--- src/rtl/sha256_msg_padder_pkg.sv ---
// sha256_msg_padder_pkg: SHA-256 block geometry and padder state encoding
package sha256_msg_padder_pkg;
  localparam logic [6:0] BLK_BYTES = 7'd64;
  localparam logic [6:0] LEN_OFF = 7'd56;
  typedef enum logic [1:0] {FILL, HOLD, EXTRA} state_t;
endpackage

--- src/rtl/sha256_pad_insert.sv ---
// sha256_pad_insert: combinational 0x80 marker, zero fill and big-endian length insertion
module sha256_pad_insert
  import sha256_msg_padder_pkg::*;
(
  input  logic [511:0] blk_in,
  input  logic [6:0]   n,
  input  logic [63:0]  bit_cnt,
  input  logic         pad_en,
  input  logic         len_en,
  output logic [511:0] blk_out
);
  for (genvar i = 0; i < 64; i++) begin : g_byte
    logic [7:0] d;
    logic [7:0] p;
    assign d = blk_in[511-8*i -: 8];
    assign p = (!pad_en || 7'(i) < n) ? d : (7'(i) == n) ? 8'h80 : 8'h00;
    if (i >= int'(LEN_OFF)) begin : g_len
      assign blk_out[511-8*i -: 8] = len_en ? bit_cnt[63-8*(i-int'(LEN_OFF)) -: 8] : p;
    end else begin : g_dat
      assign blk_out[511-8*i -: 8] = p;
    end
  end
endmodule

--- src/rtl/sha256_msg_padder.sv ---
// sha256_msg_padder: packs a byte stream into padded 512-bit SHA-256 blocks
module sha256_msg_padder
  import sha256_msg_padder_pkg::*;
(
  input  logic         clk,
  input  logic         reset,
  input  logic         in_valid,
  output logic         in_ready,
  input  logic [7:0]   in_byte,
  input  logic         in_bvalid,
  input  logic         in_last,
  output logic         blk_valid,
  input  logic         blk_ready,
  output logic [511:0] blk_data,
  output logic         blk_first,
  output logic         blk_last
);
  state_t       state;
  logic [6:0]   idx, n_w, pad_n;
  logic [63:0]  bit_cnt, cnt_w, pad_cnt;
  logic         pending, need80, first_flag, done, pad_en, len_en;
  logic [511:0] buf_w, pad_in, pad_out;
  // blk_data doubles as the fill buffer; padding is applied on the completing beat
  always_comb begin
    n_w = idx + {6'd0, in_bvalid};
    cnt_w = bit_cnt + (in_bvalid ? 64'd8 : 64'd0);
    buf_w = blk_data;
    for (int k = 0; k < 64; k++) if (in_bvalid && idx == 7'(k)) buf_w[511-8*k -: 8] = in_byte;
    done = in_last || n_w == BLK_BYTES;
    pad_in = state == EXTRA ? '0 : buf_w;
    pad_n = state == EXTRA ? (need80 ? 7'd0 : BLK_BYTES) : n_w;
    pad_cnt = state == EXTRA ? bit_cnt : cnt_w;
    pad_en = state == EXTRA || (in_last && n_w < BLK_BYTES);
    len_en = state == EXTRA || (in_last && n_w < LEN_OFF);
  end
  sha256_pad_insert u_pad (
    .blk_in (pad_in),
    .n      (pad_n),
    .bit_cnt(pad_cnt),
    .pad_en (pad_en),
    .len_en (len_en),
    .blk_out(pad_out)
  );
  always_ff @(posedge clk or posedge reset) begin
    if (reset) begin
      state <= FILL;
      idx <= '0;
      bit_cnt <= '0;
      pending <= 1'b0;
      need80 <= 1'b0;
      first_flag <= 1'b1;
      in_ready <= 1'b1;
      blk_valid <= 1'b0;
      blk_first <= 1'b0;
      blk_last <= 1'b0;
      blk_data <= '0;
    end else begin
      case (state)
        FILL: if (in_valid && in_ready) begin
          blk_data <= pad_out;
          idx <= n_w;
          bit_cnt <= cnt_w;
          if (done) begin
            state <= HOLD;
            in_ready <= 1'b0;
            blk_valid <= 1'b1;
            blk_first <= first_flag;
            first_flag <= 1'b0;
            blk_last <= len_en;
            pending <= in_last && n_w >= LEN_OFF;
            need80 <= in_last && n_w == BLK_BYTES;
          end
        end
        HOLD: if (blk_valid && blk_ready) begin
          blk_valid <= 1'b0;
          if (pending) begin
            state <= EXTRA;
            pending <= 1'b0;
          end else begin
            state <= FILL;
            in_ready <= 1'b1;
            idx <= '0;
            if (blk_last) begin
              bit_cnt <= '0;
              first_flag <= 1'b1;
            end
          end
        end
        EXTRA: if (!blk_valid) begin
          blk_data <= pad_out;
          blk_valid <= 1'b1;
          blk_first <= 1'b0;
          blk_last <= 1'b1;
        end else if (blk_ready) begin
          blk_valid <= 1'b0;
          state <= FILL;
          in_ready <= 1'b1;
          idx <= '0;
          bit_cnt <= '0;
          first_flag <= 1'b1;
        end
        default: state <= FILL;
      endcase
    end
  end
endmodule

--- config.mk ---
export PLATFORM = sky130hd
export DESIGN_NAME = sha256_msg_padder
export DESIGN_NICKNAME = d
export VERILOG_FILES = /design/src/rtl/sha256_msg_padder_pkg.sv /design/src/rtl/sha256_pad_insert.sv /design/src/rtl/sha256_msg_padder.sv
export SDC_FILE = /design/constraint.sdc
export NUM_CORES = 2
export LEC_CHECK = 0
export BUFFER_PORTS_ARGS = -buffer_cell sky130_fd_sc_hd__buf_2
export CAP_MARGIN = 0
export CELL_PAD_IN_SITES_DETAIL_PLACEMENT = 0
export CELL_PAD_IN_SITES_GLOBAL_PLACEMENT = 1
export CORE_MARGIN = 2
export CORE_UTILIZATION = 40
export DETAILED_ROUTE_END_ITERATION = 16
export GPL_ROUTABILITY_DRIVEN = 0
export GPL_TIMING_DRIVEN = 0
export MAX_ROUTING_LAYER = met4
export PLACE_DENSITY = 0.74
export SETUP_SLACK_MARGIN = 0.1
export SLEW_MARGIN = 20
export SYNTH_ARGS = -nofsm -noshare
export SYNTH_HDL_FRONTEND = slang
export SYNTH_SLANG_ARGS = --single-unit
export TNS_END_PERCENT = 5
--- constraint.sdc ---
create_clock -name clk -period 34.4 [get_ports clk]
set_clock_uncertainty 0.1 [all_clocks]
set_input_delay 1.72 -clock clk [delete_from_list [all_inputs] [get_ports clk]]
set_output_delay 1.72 -clock clk [all_outputs]
set_load 0.02 [all_outputs]
==> impl_summary.txt <==
----------------------------------------------------
[Run status]
  Run status ... completed

[STA]
  Worst slew margin ... 19.3%
  RSZ-0062 raised after global routing ... no
  Count of endpoints failing setup in the final report ... 0
  Final number of hold-violating endpoints ... 0
  Post-route setup TNS ... 0 ns
  Maximum clock rate ... ~180 MHz
  Slew @ Worst Pin ... ~1.2 ns
  Count of pins over their slew limit ... 0
  Setup ws final ... just under 30 ns
  Share of the clock period used by the worst path after layout ... 16.1%
  Shortest period the worst path allows ... 5.53 ns

[Setup path]
  Worst EP required ... 34.84 ns
  Kind of end point of the critical path ... flop
  Kind of launch point of the worst setup path ... flop
  Critical register-to-register path endpoint ... blk_data[34]
  Cells on worst reg2reg path ... 10
  Type of the setup path with the least slack ... flop to flop
  R2R setup slack ... approximately 29 ns
  Crit path DAT ... just under 6 ns
  Critical R2R Launch ... state[0]
  Crit path max fanout ... 10

[Pwr]
  Power density over cell area ... 42.9 nW/µm²
  Static power due to leakage ... 17.0 nW
  Max IR drop VDD ... approximately 28 µV

[Drt]
  Post-DR vias/cell ... 5.98
  Average detailed-routed wire length per instance ... 27.1 µm
  Remaining antenna violation count after routing ... 0
  Total Wirelength ... ~130 mm
  Count of vias placed by the detailed router ... 27,800
  # DRC ... 0
  Detailed Route Iter0 Violations ... 2,861
  Number of detailed-route iterations in the first pass ... 6

[Clocking]
  Number of hold buffers added after CTS ... 0
  Number of buffers created by CTS ... 69
  Total number of clock tree sinks ... 589
  Clock-pin slew of the registers on the worst-case setup and hold paths ... 0.06 ns
  Number of gates resized after cts ... 0
  CTS tree ... done
  Root Driver ... sky130_fd_sc_hd__clkbuf_16
  Maximum level of the CTS H-tree ... 3
  Setup repair bufs after CTS ... 0
  Latest clock arrival within the worst-skew pair ... ~0.64 ns
  Maximum clock path buffer count ... 3

[Finish]
  Area growth from synthesis to layout ... 21.8%
  Number of nets in the final layout ... 3,653
  Filler Cells Inserted ... approximately 7,100
  Fraction of final layout cells sized beyond drive strength 1 ... around a quarter
  Most frequent cells in the layout ... sky130_fd_sc_hd__buf_2, sky130_fd_sc_hd__dfrtp_1, sky130_fd_sc_hd__nand2_1, sky130_fd_sc_hd__o31ai_1, sky130_fd_sc_hd__nor2_1
  Leading cell type in the layout, fill and taps excluded ... sky130_fd_sc_hd__buf_2

[Floorplanning]
  Total die area ... around 75,000 µm²
  Width of the chip ... 274 µm
  Die height ... 274 µm
  Core area ... around 73,000 µm²
  # IOs ... 530
  Starting Density ... 40.2%
  # rows ... 99

[Global route]
  Largest net degree at the start of global routing ... 107
  Initial antenna violation count ... 4
  GRT Residual Overflow ... 0
  Number of global-route vias before repair ... 26,300
  Wire length of the first global-routing pass ... between 150 and 200 mm
  Overall Global Routing Usage ... between 30% and 40%

[Synth]
  Mapped Cells ... about 3,000
  Synth Warn # ... 0
  Number of enable-type register cells in the synthesized netlist ... 0
  Mean Syn Cell Area ... 9.66 µm²
  Nets in the synthesized netlist ... slightly above 3,000
  Dominant register cell in the synthesized netlist ... sky130_fd_sc_hd__dfrtp_1
  Count of distinct cell types in the synthesized netlist ... 111
  Sequential fraction of the synthesis area ... 50.5%
  Share of synthesized flip-flops with an asynchronous set or reset ... 100%
  Cell Area, Synth ... 29,200 µm²
  Post-synthesis register bit count ... 589

[Hold path]
  End of the worst hold path ... blk_data[226]
  Min-Delay Path Class ... flop to flop
  Startpoint of the lowest-slack hold path ... blk_data[226]
  Worst hold path stage count ... 2

[Placed design]
  HPWL Detailed ... 92.8 mm
  Post-Place Worst Slack ... 28.81 ns
  PortBufs ... 529

[Flow run]
  Count of maximum capacitance violations ... 0

----------------------------------------------------
==> stage by stage <==
step	std cells	cell area [µm²]	hold slack (ns)	utilization [%]	power (mW)
3_3_place_gp	4511	33100	0.354	45.5	0.790
4_1_cts	4642	35600	0.373	49.0	1.53
2_1_floorplan	3023	29200	0.377	-	0.754
3_5_place_dp	4518	33300	0.360	45.8	0.792
6_report	4647	35600	0.370	49.0	1.53
5_1_grt	4647	35600	0.389	49.0	1.57
==> synth_stat cells, drive strengths merged (9+ instances only) <==
cell type / n / area share, %
o221ai: 15 / 0.47
nand3: 42 / 0.77
nand4: 33 / 0.76
a211oi: 14 / 0.51
nor2: 199 / 2.6
inv: 28 / 0.36
o21ai: 177 / 3.3
nand2b: 9 / 0.19
o22ai: 10 / 0.21
o41ai: 25 / 1.9
nand2: 552 / 7.1
or3: 15 / 0.32
a221oi: 12 / 0.42
and3: 19 / 0.41
or2: 18 / 0.39
and4: 15 / 0.45
nor2b: 19 / 0.41
a31oi: 45 / 1.1
nor3: 105 / 1.9
clkbuf: 136 / 1.8
o21a: 14 / 0.36
o31ai: 347 / 9.2
nor4: 38 / 0.97
mux2: 45 / 1.7
dfrtp: 587 / 50
o2bb2ai: 14 / 0.42
a21o: 38 / 0.98
buf: 116 / 2.0
a22o: 39 / 1.2
a21oi: 145 / 2.7
and2: 15 / 0.32
mux2i: 14 / 0.52
==> registers in the layout, summed over array words and instances (netlist names) <==
register / count
pending: 1
blk_valid: 1
in_ready: 1
need80: 1
bit_cnt: 61
state: 2
blk_first: 1
blk_last: 1
first_flag: 1
idx: 7
blk_data: 512
==> worst max-delay path: stages (launching register included) <==
cell                       delay [ns]
sky130_fd_sc_hd__dfrtp_1         0.38
sky130_fd_sc_hd__inv_1           0.09
sky130_fd_sc_hd__ha_1            0.30
sky130_fd_sc_hd__inv_1           0.24
sky130_fd_sc_hd__buf_1           0.52
sky130_fd_sc_hd__clkbuf_1        0.71
sky130_fd_sc_hd__clkbuf_1        0.79
sky130_fd_sc_hd__nand2_1         0.78
sky130_fd_sc_hd__a21oi_1         0.99
sky130_fd_sc_hd__a221oi_1        0.33
sky130_fd_sc_hd__a21oi_1         0.22
==> power breakdown <==
part	internal, mW	total (mW)	switching, mW
Sequential	0.695	0.696	0.00127
Combinational	0.0157	0.0846	0.0689
Clock	0.430	0.746	0.316
==> how the worst max path moves through the flow <==
stage	start	end	slack, ns	depth (start not counted)
2_1_floorplan	reset	bit_cnt[10]	16.10	1
5_1_grt	state[0]	blk_data[34]	28.88	10
3_3_place_gp	reset	blk_data[120]	8.77	2
4_1_cts	state[0]	blk_data[34]	29.12	10
3_5_place_dp	in_bvalid	blk_data[52]	28.81	9
6_report	state[0]	blk_data[34]	28.87	10
==> routing by layer <==
metal  GRT usage [%]  up-vias  part of all wire, %
li1                -    12300                    -
met1            41.9    13700                   39
met2            53.0     1397                   47
met3            6.23      358                  8.2
met4            15.4        0                  5.3
met5               -        -                    0
==> cell families (layout without fill, tap and decap cells) <==
kind of cell | after synthesis | in the layout | share of synthesized area (%)
other | 0 | 4 | 0
XOR/XNOR | 14 | 14 | 0.445
buffers and inverters | 280 | 941 | 4.15
adder cells (fa/ha/maj) | 8 | 8 | 0.343
AO/OA/AOI/OAI | 969 | 969 | 25.0
flip-flops | 589 | 589 | 50.5
AND/OR/NAND/NOR | 1104 | 1104 | 17.3
multiplexers | 59 | 59 | 2.27
==> area by class of cell <==
cell class	instances	area (µm²)	area share (%)
Multi-Input combinational cell	2154	13300	37.3
Antenna cell	4	10.0	0.0281
Sequential cell	589	14700	41.4
Inverter	28	113	0.317
Tap cell	959	1200	3.37
Buffer	252	1110	3.12
Timing Repair Buffer	537	2830	7.94
Clock buffer	102	1990	5.60
Clock inverter	22	302	0.848
Note: power is estimated with default switching activity, not from simulation.
